**config.mk**
```make
export PLATFORM = sky130hd
export DESIGN_NAME = rgbled_ctrl_flat
export DESIGN_NICKNAME = d
export VERILOG_FILES = /design/src/rtl/rgbled_ctrl_if.sv /design/src/rtl/rgbled_ctrl.sv /design/src/flat_wrapper.sv
export SDC_FILE = /design/constraint.sdc
export NUM_CORES = 1
export LEC_CHECK = 0
export ABC_AREA = 1
export CORE_MARGIN = 1.5
export CORE_UTILIZATION = 55
export DETAILED_ROUTE_END_ITERATION = 6
export PLACE_DENSITY_LB_ADDON = 0.15
export SYNTH_ARGS = -nofsm -noshare
export SYNTH_HDL_FRONTEND = slang
export SYNTH_SLANG_ARGS = --single-unit
export TNS_END_PERCENT = 20
```
**constraint.sdc**
```tcl
create_clock -name clk -period 5.6 [get_ports clk]
set_clock_uncertainty 0.1 [all_clocks]
set_input_delay 1.12 -clock clk [delete_from_list [all_inputs] [get_ports clk]]
set_output_delay 1.12 -clock clk [all_outputs]
set_load 0.05 [all_outputs]
```
**src/rtl/rgbled_ctrl_if.sv**
```systemverilog
// Register-write bus between the CPU, the LEDDA sequencer and the LED driver.
// The sequencer is the slave of the CPU side and drives the led_* lines.
interface rgbled_ctrl_if;
  logic [7:0] dbw;
  logic [3:0] addr;
  logic       we;
  logic [7:0] dbr;
  logic [7:0] led_dat;
  logic [3:0] led_addr;
  logic       led_we;

  modport master (
    output dbw, addr, we,
    input  dbr, led_dat, led_addr, led_we
  );

  modport slave (
    input  dbw, addr, we,
    output dbr, led_dat, led_addr, led_we
  );
endinterface

```
**src/rtl/rgbled_ctrl.sv**
```systemverilog
// LEDDA sequencer: programs the LED driver after reset, then forwards queued CPU writes.
// Optional macro RGBLED_SHADOW_EN adds readback shadows for addresses 1..3 and a status word.
module rgbled_ctrl #(
  parameter int unsigned FIFO_DEPTH = 4,
  parameter logic [7:0]  INIT_BR    = 8'hED,
  parameter logic [7:0]  INIT_ONR   = 8'h00,
  parameter logic [7:0]  INIT_OFR   = 8'h00,
  parameter logic [7:0]  INIT_CR0   = 8'hC8
) (
  input  logic          clk,
  input  logic          rst,
  rgbled_ctrl_if.slave  bus,
  output logic          busy,
  output logic          init_done,
  output logic          overflow
);

  localparam int PW = (FIFO_DEPTH > 1) ? $clog2(FIFO_DEPTH) : 1;
  localparam int CW = $clog2(FIFO_DEPTH) + 1;

  typedef enum logic [2:0] {
    S_INIT, S_INIT_GAP, S_IDLE, S_WR, S_GAP
  } state_t;

  state_t        state_q, state_d;
  logic [3:0]    idx_q, idx_d;
  logic          init_done_q, init_done_d;
  logic          ovf_q, ovf_d;
  logic [7:0]    led_dat_q, led_dat_d;
  logic [3:0]    led_addr_q, led_addr_d;
  logic          led_we_q, led_we_d;

  logic [11:0]   mem_q [FIFO_DEPTH];
  logic [PW-1:0] wr_ptr_q, rd_ptr_q;
  logic [CW-1:0] cnt_q;
  logic          pop, push;

  // Init table entry: {address, data}
  function automatic logic [11:0] init_entry(input logic [3:0] i);
    case (i)
      4'd0:    init_entry = {4'h8, 8'h00};
      4'd1:    init_entry = {4'h9, INIT_BR};
      4'd2:    init_entry = {4'hA, INIT_ONR};
      4'd3:    init_entry = {4'hB, INIT_OFR};
      4'd4:    init_entry = {4'h1, 8'h00};
      4'd5:    init_entry = {4'h2, 8'h00};
      4'd6:    init_entry = {4'h3, 8'h00};
      default: init_entry = {4'h8, INIT_CR0};
    endcase
  endfunction

  // A full queue still accepts a write when the head leaves on the same edge
  assign pop  = (state_q == S_IDLE) && (cnt_q != '0);
  assign push = bus.we && ((cnt_q < CW'(FIFO_DEPTH)) || pop);

  always_ff @(posedge clk) begin
    if (push) mem_q[wr_ptr_q] <= {bus.addr, bus.dbw};
  end

  always_ff @(posedge clk or negedge rst) begin
    if (!rst) begin
      wr_ptr_q <= '0;
      rd_ptr_q <= '0;
      cnt_q    <= '0;
    end else begin
      if (push) wr_ptr_q <= wr_ptr_q + PW'(1);
      if (pop)  rd_ptr_q <= rd_ptr_q + PW'(1);
      case ({push, pop})
        2'b10:   cnt_q <= cnt_q + CW'(1);
        2'b01:   cnt_q <= cnt_q - CW'(1);
        default: cnt_q <= cnt_q;
      endcase
    end
  end

  always_ff @(posedge clk or negedge rst) begin
    if (!rst) begin
      state_q     <= S_INIT;
      idx_q       <= '0;
      init_done_q <= 1'b0;
      ovf_q       <= 1'b0;
      led_dat_q   <= '0;
      led_addr_q  <= '0;
      led_we_q    <= 1'b0;
    end else begin
      state_q     <= state_d;
      idx_q       <= idx_d;
      init_done_q <= init_done_d;
      ovf_q       <= ovf_d;
      led_dat_q   <= led_dat_d;
      led_addr_q  <= led_addr_d;
      led_we_q    <= led_we_d;
    end
  end

  always_comb begin
    state_d = state_q;
    unique case (state_q)
      S_INIT:     state_d = (idx_q == 4'd8) ? S_IDLE : S_INIT_GAP;
      S_INIT_GAP: state_d = S_INIT;
      S_IDLE:     if (cnt_q != '0) state_d = S_WR;
      S_WR:       state_d = S_GAP;
      S_GAP:      state_d = S_IDLE;
      default:    state_d = S_INIT;
    endcase
  end

  // Next values of the registered driver outputs and bookkeeping flags
  always_comb begin
    led_we_d    = 1'b0;
    led_dat_d   = led_dat_q;
    led_addr_d  = led_addr_q;
    idx_d       = idx_q;
    init_done_d = init_done_q;
    ovf_d       = ovf_q | (bus.we & ~push);
    case (state_q)
      S_INIT: begin
        if (idx_q == 4'd8) begin
          init_done_d = 1'b1;
        end else begin
          led_we_d                = 1'b1;
          {led_addr_d, led_dat_d} = init_entry(idx_q);
          idx_d                   = idx_q + 4'd1;
        end
      end
      S_IDLE: begin
        if (pop) begin
          led_we_d                = 1'b1;
          {led_addr_d, led_dat_d} = mem_q[rd_ptr_q];
        end
      end
      default: ;
    endcase
  end

  assign bus.led_dat  = led_dat_q;
  assign bus.led_addr = led_addr_q;
  assign bus.led_we   = led_we_q;
  assign init_done    = init_done_q;
  assign overflow     = ovf_q;
  assign busy         = (state_q != S_IDLE) || (cnt_q != '0);

`ifdef RGBLED_SHADOW_EN
  logic [7:0] sh1_q, sh2_q, sh3_q;

  always_ff @(posedge clk or negedge rst) begin
    if (!rst) begin
      sh1_q <= '0;
      sh2_q <= '0;
      sh3_q <= '0;
    end else if (led_we_d) begin
      case (led_addr_d)
        4'd1:    sh1_q <= led_dat_d;
        4'd2:    sh2_q <= led_dat_d;
        4'd3:    sh3_q <= led_dat_d;
        default: ;
      endcase
    end
  end

  always_comb begin
    bus.dbr = '0;
    case (bus.addr)
      4'd1:    bus.dbr = sh1_q;
      4'd2:    bus.dbr = sh2_q;
      4'd3:    bus.dbr = sh3_q;
      4'd4:    bus.dbr = {5'b0, ovf_q, init_done_q, busy};
      default: bus.dbr = '0;
    endcase
  end
`else
  assign bus.dbr = '0;
`endif

endmodule

```
**src/flat_wrapper.sv**
```systemverilog
// flat-port wrapper written by rule: the top's interface ports become plain ports
module rgbled_ctrl_flat 
#(
  parameter int unsigned FIFO_DEPTH = 4,
  parameter logic [7:0]  INIT_BR    = 8'hED,
  parameter logic [7:0]  INIT_ONR   = 8'h00,
  parameter logic [7:0]  INIT_OFR   = 8'h00,
  parameter logic [7:0]  INIT_CR0   = 8'hC8
)
  (clk, rst, busy, init_done, overflow, bus_dbw, bus_addr, bus_we, bus_dbr, bus_led_dat, bus_led_addr, bus_led_we);
  rgbled_ctrl_if bus_i ();
  input  logic clk;
  input  logic rst;
  output logic busy;
  output logic init_done;
  output logic overflow;
  input wire logic [$bits(bus_i.dbw)-1:0] bus_dbw;
  input wire logic [$bits(bus_i.addr)-1:0] bus_addr;
  input wire logic [$bits(bus_i.we)-1:0] bus_we;
  output wire logic [$bits(bus_i.dbr)-1:0] bus_dbr;
  output wire logic [$bits(bus_i.led_dat)-1:0] bus_led_dat;
  output wire logic [$bits(bus_i.led_addr)-1:0] bus_led_addr;
  output wire logic [$bits(bus_i.led_we)-1:0] bus_led_we;
  assign bus_i.dbw = bus_dbw;
  assign bus_i.addr = bus_addr;
  assign bus_i.we = bus_we;
  assign bus_dbr = bus_i.dbr;
  assign bus_led_dat = bus_i.led_dat;
  assign bus_led_addr = bus_i.led_addr;
  assign bus_led_we = bus_i.led_we;
  rgbled_ctrl #(.FIFO_DEPTH(FIFO_DEPTH), .INIT_BR(INIT_BR), .INIT_ONR(INIT_ONR), .INIT_OFR(INIT_OFR), .INIT_CR0(INIT_CR0)) u_core (.clk(clk), .rst(rst), .bus(bus_i), .busy(busy), .init_done(init_done), .overflow(overflow));
endmodule
```
==> results.toml <==
[yosys]
synth_edf_count = 48
yosysWarningCount = 0
yosys-top-cells-count = "nand2_1 (75), edfxtp_1 (48), nor2_1 (44)"
synth.top_cells.by_area = "edfxtp_1 (42%), dfrtp_1 (21%), nand2_1 (8.1%), nor2_1 (4.8%), nand3_1 (4.3%)"
synth_top_cell_by_area = "edfxtp_1"
ys_seq_area_share_pct = 62.7
syn_avg_cell_area_sq_um = 10.6
synth_ff_type = "edfxtp_1"
synth.most_common_cell = "nand2_1"
synth-seq-cells = 77
async_flop_share_pct = 37.7
synth_top_area_share_pct = 41.7
syn_area_sq_mm = 0.00345
syn_inst = 327
synth_cell_types = 29

[floorplanning]
core-area_sq_mm = 0.00599
rows = 28
io_pins = 39
die-area_sq_mm = 0.00677
start_util_pct = 57.7
die_y_microns = 82.3
die_w_microns = 82.3

[sta]
hold_ws_ns = 0.373
fmax_ghz = 0.310
post-route-period-util_pct = 57.7
slew_headroom_pct = 32.1
maxSlewViolCount = 0
setup_viol = 0
hold_viol_final = 0
tns_ns = 0
rsz0062_at_grt = "no"
tightestPinTransition_ns = 1.02
min_period_ns = 3.23

[detailed_routing]
ant_nets = 0
drtIter0Drc = 176
avgViaCountPerCell = 5.12
post-route-drc-count = 0
routedWlPerCell_microns = 14.5
num_vias = 2246
totalWireLength_microns = 6380
drt_pass1_iterations = 4

[clock_tree]
cts_root_buffer = "clkbuf_8"
cts_setup_buffers = 0
cts_sinks = 77
cts_hold_buffers = 0
clk_transition_reported_paths_ns = 0.08
cts_tree = "yes"
insertion_delay_ns = 0.34
cts_repair_resize_count = 0
cts_buffers = 9
htree_levels = 3
clockBufferDepth = 2

[finish]
antennaDiodeCount = 0
area_delta_synth_final_pct = 13.7
drive_gt1_share_pct = 10.4
fillers = 483
final_area_sq_mm = 0.00393
final_core_util_pct = 65.6
nets = 384

[setup_path]
worstPathRequired_ns = 4.38
crit_type = "flip-flop to output pin"
r2r_cells = 11
cp_max_fo = 7
cp-end-kind = "output pin"
crit_arrival_ns = 2.01
startpoint_type = "flip-flop"

[placement]
placed_cell_area_sq_mm = 0.00375
gp_congestion = 0.751
portBuffers = 30
hpwl_microns = 4450

[status]
status = "finished, final reports clean"

[global_route]
grt_pass1_vias = 2177
grt_pass1_wl_microns = 10300
grt_overflow = 0
grt_antenna_before_repair = 0
grt_max_degree = 30
track_usage_pct = 21.3

[min_path]
hp-class = "flip-flop to flip-flop"
hold_depth = 1

[pwr]
power.density_mw_per_mm2 = 526
peakVddDrop_v = 0.000299
p_leak_nw = 1.66

[flow_run]
cap_viol_max_count = 0
==> power breakdown <==
| part | total, mW | switching [mW] | internal [mW] |
|---|---|---|---|
| combinational | 0.839 | 0.571 | 0.268 |
| clock | 0.375 | 0.214 | 0.161 |
| sequential | 0.852 | 0.100 | 0.752 |
| total | 2.07 | 0.885 | 1.18 |
==> final cells by class <==
class	instances	area (sq um)	share of cell area [%]
clock buffers	9	124	3.15
repair buffers	31	308	7.83
well taps	75	93.8	2.39
clock inverters	7	50.0	1.27
flip-flops and latches	77	2170	55.2
inverters	27	101	2.58
multi-input cells	213	1080	27.6
==> registers in the layout, indices dropped and copies added (netlist names) <==
| register | cells |
|---|---|
| u_core.cnt_q | 3 |
| u_core.init_done | 1 |
| u_core.bus.led_addr | 4 |
| u_core.idx_q | 4 |
| u_core.rd_ptr_q | 2 |
| u_core.bus.led_we | 1 |
| u_core.wr_ptr_q | 2 |
| u_core.state_q | 3 |
| u_core.bus.led_dat | 8 |
| u_core.overflow | 1 |
| u_core.mem_q | 48 |
==> critical path: stages, from the launching register on <==
cell             delay [ns]
dfrtp_1                0.42
inv_2                  0.09
nand3_2                0.14
or2_2                  0.32
clkdlybuf4s50_1        0.70
==> per-stage QoR <==
stage	total power, mW	cells	worst slack (ns)
floorplan	1.51	334	3.20
global placement	1.68	423	2.57
detailed placement	1.71	423	2.51
CTS	2.08	439	2.35
global route	2.21	439	2.31
finish	2.07	439	2.37
==> cells in the final DEF (no fill, tap or decap), types with 2 or more instances in the layout <==
| master | count |
|---|---|
| a21oi_1 | 4 |
| clkbuf_8 | 9 |
| clkdlybuf4s50_1 | 30 |
| clkinv_2 | 2 |
| clkinvlp_4 | 3 |
| conb_1 | 8 |
| dfrtp_1 | 29 |
| edfxtp_1 | 48 |
| ha_1 | 9 |
| inv_1 | 23 |
| inv_2 | 4 |
| nand2_1 | 75 |
| nand2_2 | 4 |
| nand2_4 | 3 |
| nand3_1 | 30 |
| nand3_2 | 2 |
| nor2_1 | 44 |
| nor2_4 | 2 |
| o21ai_0 | 15 |
| or2_2 | 2 |
| xor2_1 | 6 |
==> cell families (layout without fill, tap and decap cells) <==
group           Yosys count  count (layout)  share of synthesized area, %
compound gates           22              22                          3.51
xor+xnor                  7               7                          1.77
fa+ha+maj                10              10                          3.84
buf+inv                  44              74                          6.63
flops                    77              77                          62.7
mux                       1               1                         0.326
other cells               1               8                         0.109
simple gates            165             165                          21.1
==> worst paths after layout <==
| kind | end | start | slack, ns |
|---|---|---|---|
| max | busy | u_core.state_q[2] | 2.37 |
| min | u_core.init_done | u_core.init_done | 0.37 |
| min reg2reg | u_core.init_done | u_core.init_done | 0.37 |
| max in group asynchronous | u_core.bus.led_addr[2] | rst | 4.06 |
| min in group asynchronous | u_core.bus.led_addr[1] | rst | 1.06 |
| max reg2reg | u_core.cnt_q[2] | u_core.state_q[2] | 3.21 |
==> per-layer routing <==
metal | vias to the layer above | part of all wire, % | GRT usage [%]
met3 | 8 | 5.7 | 6.26
met5 | - | 0 | 0
li1 | 1115 | - | -
met2 | 77 | 45 | 32.5
met1 | 1046 | 48 | 29.6
met4 | 0 | 1.3 | 6.27
Power figures use the tool's default switching activity.
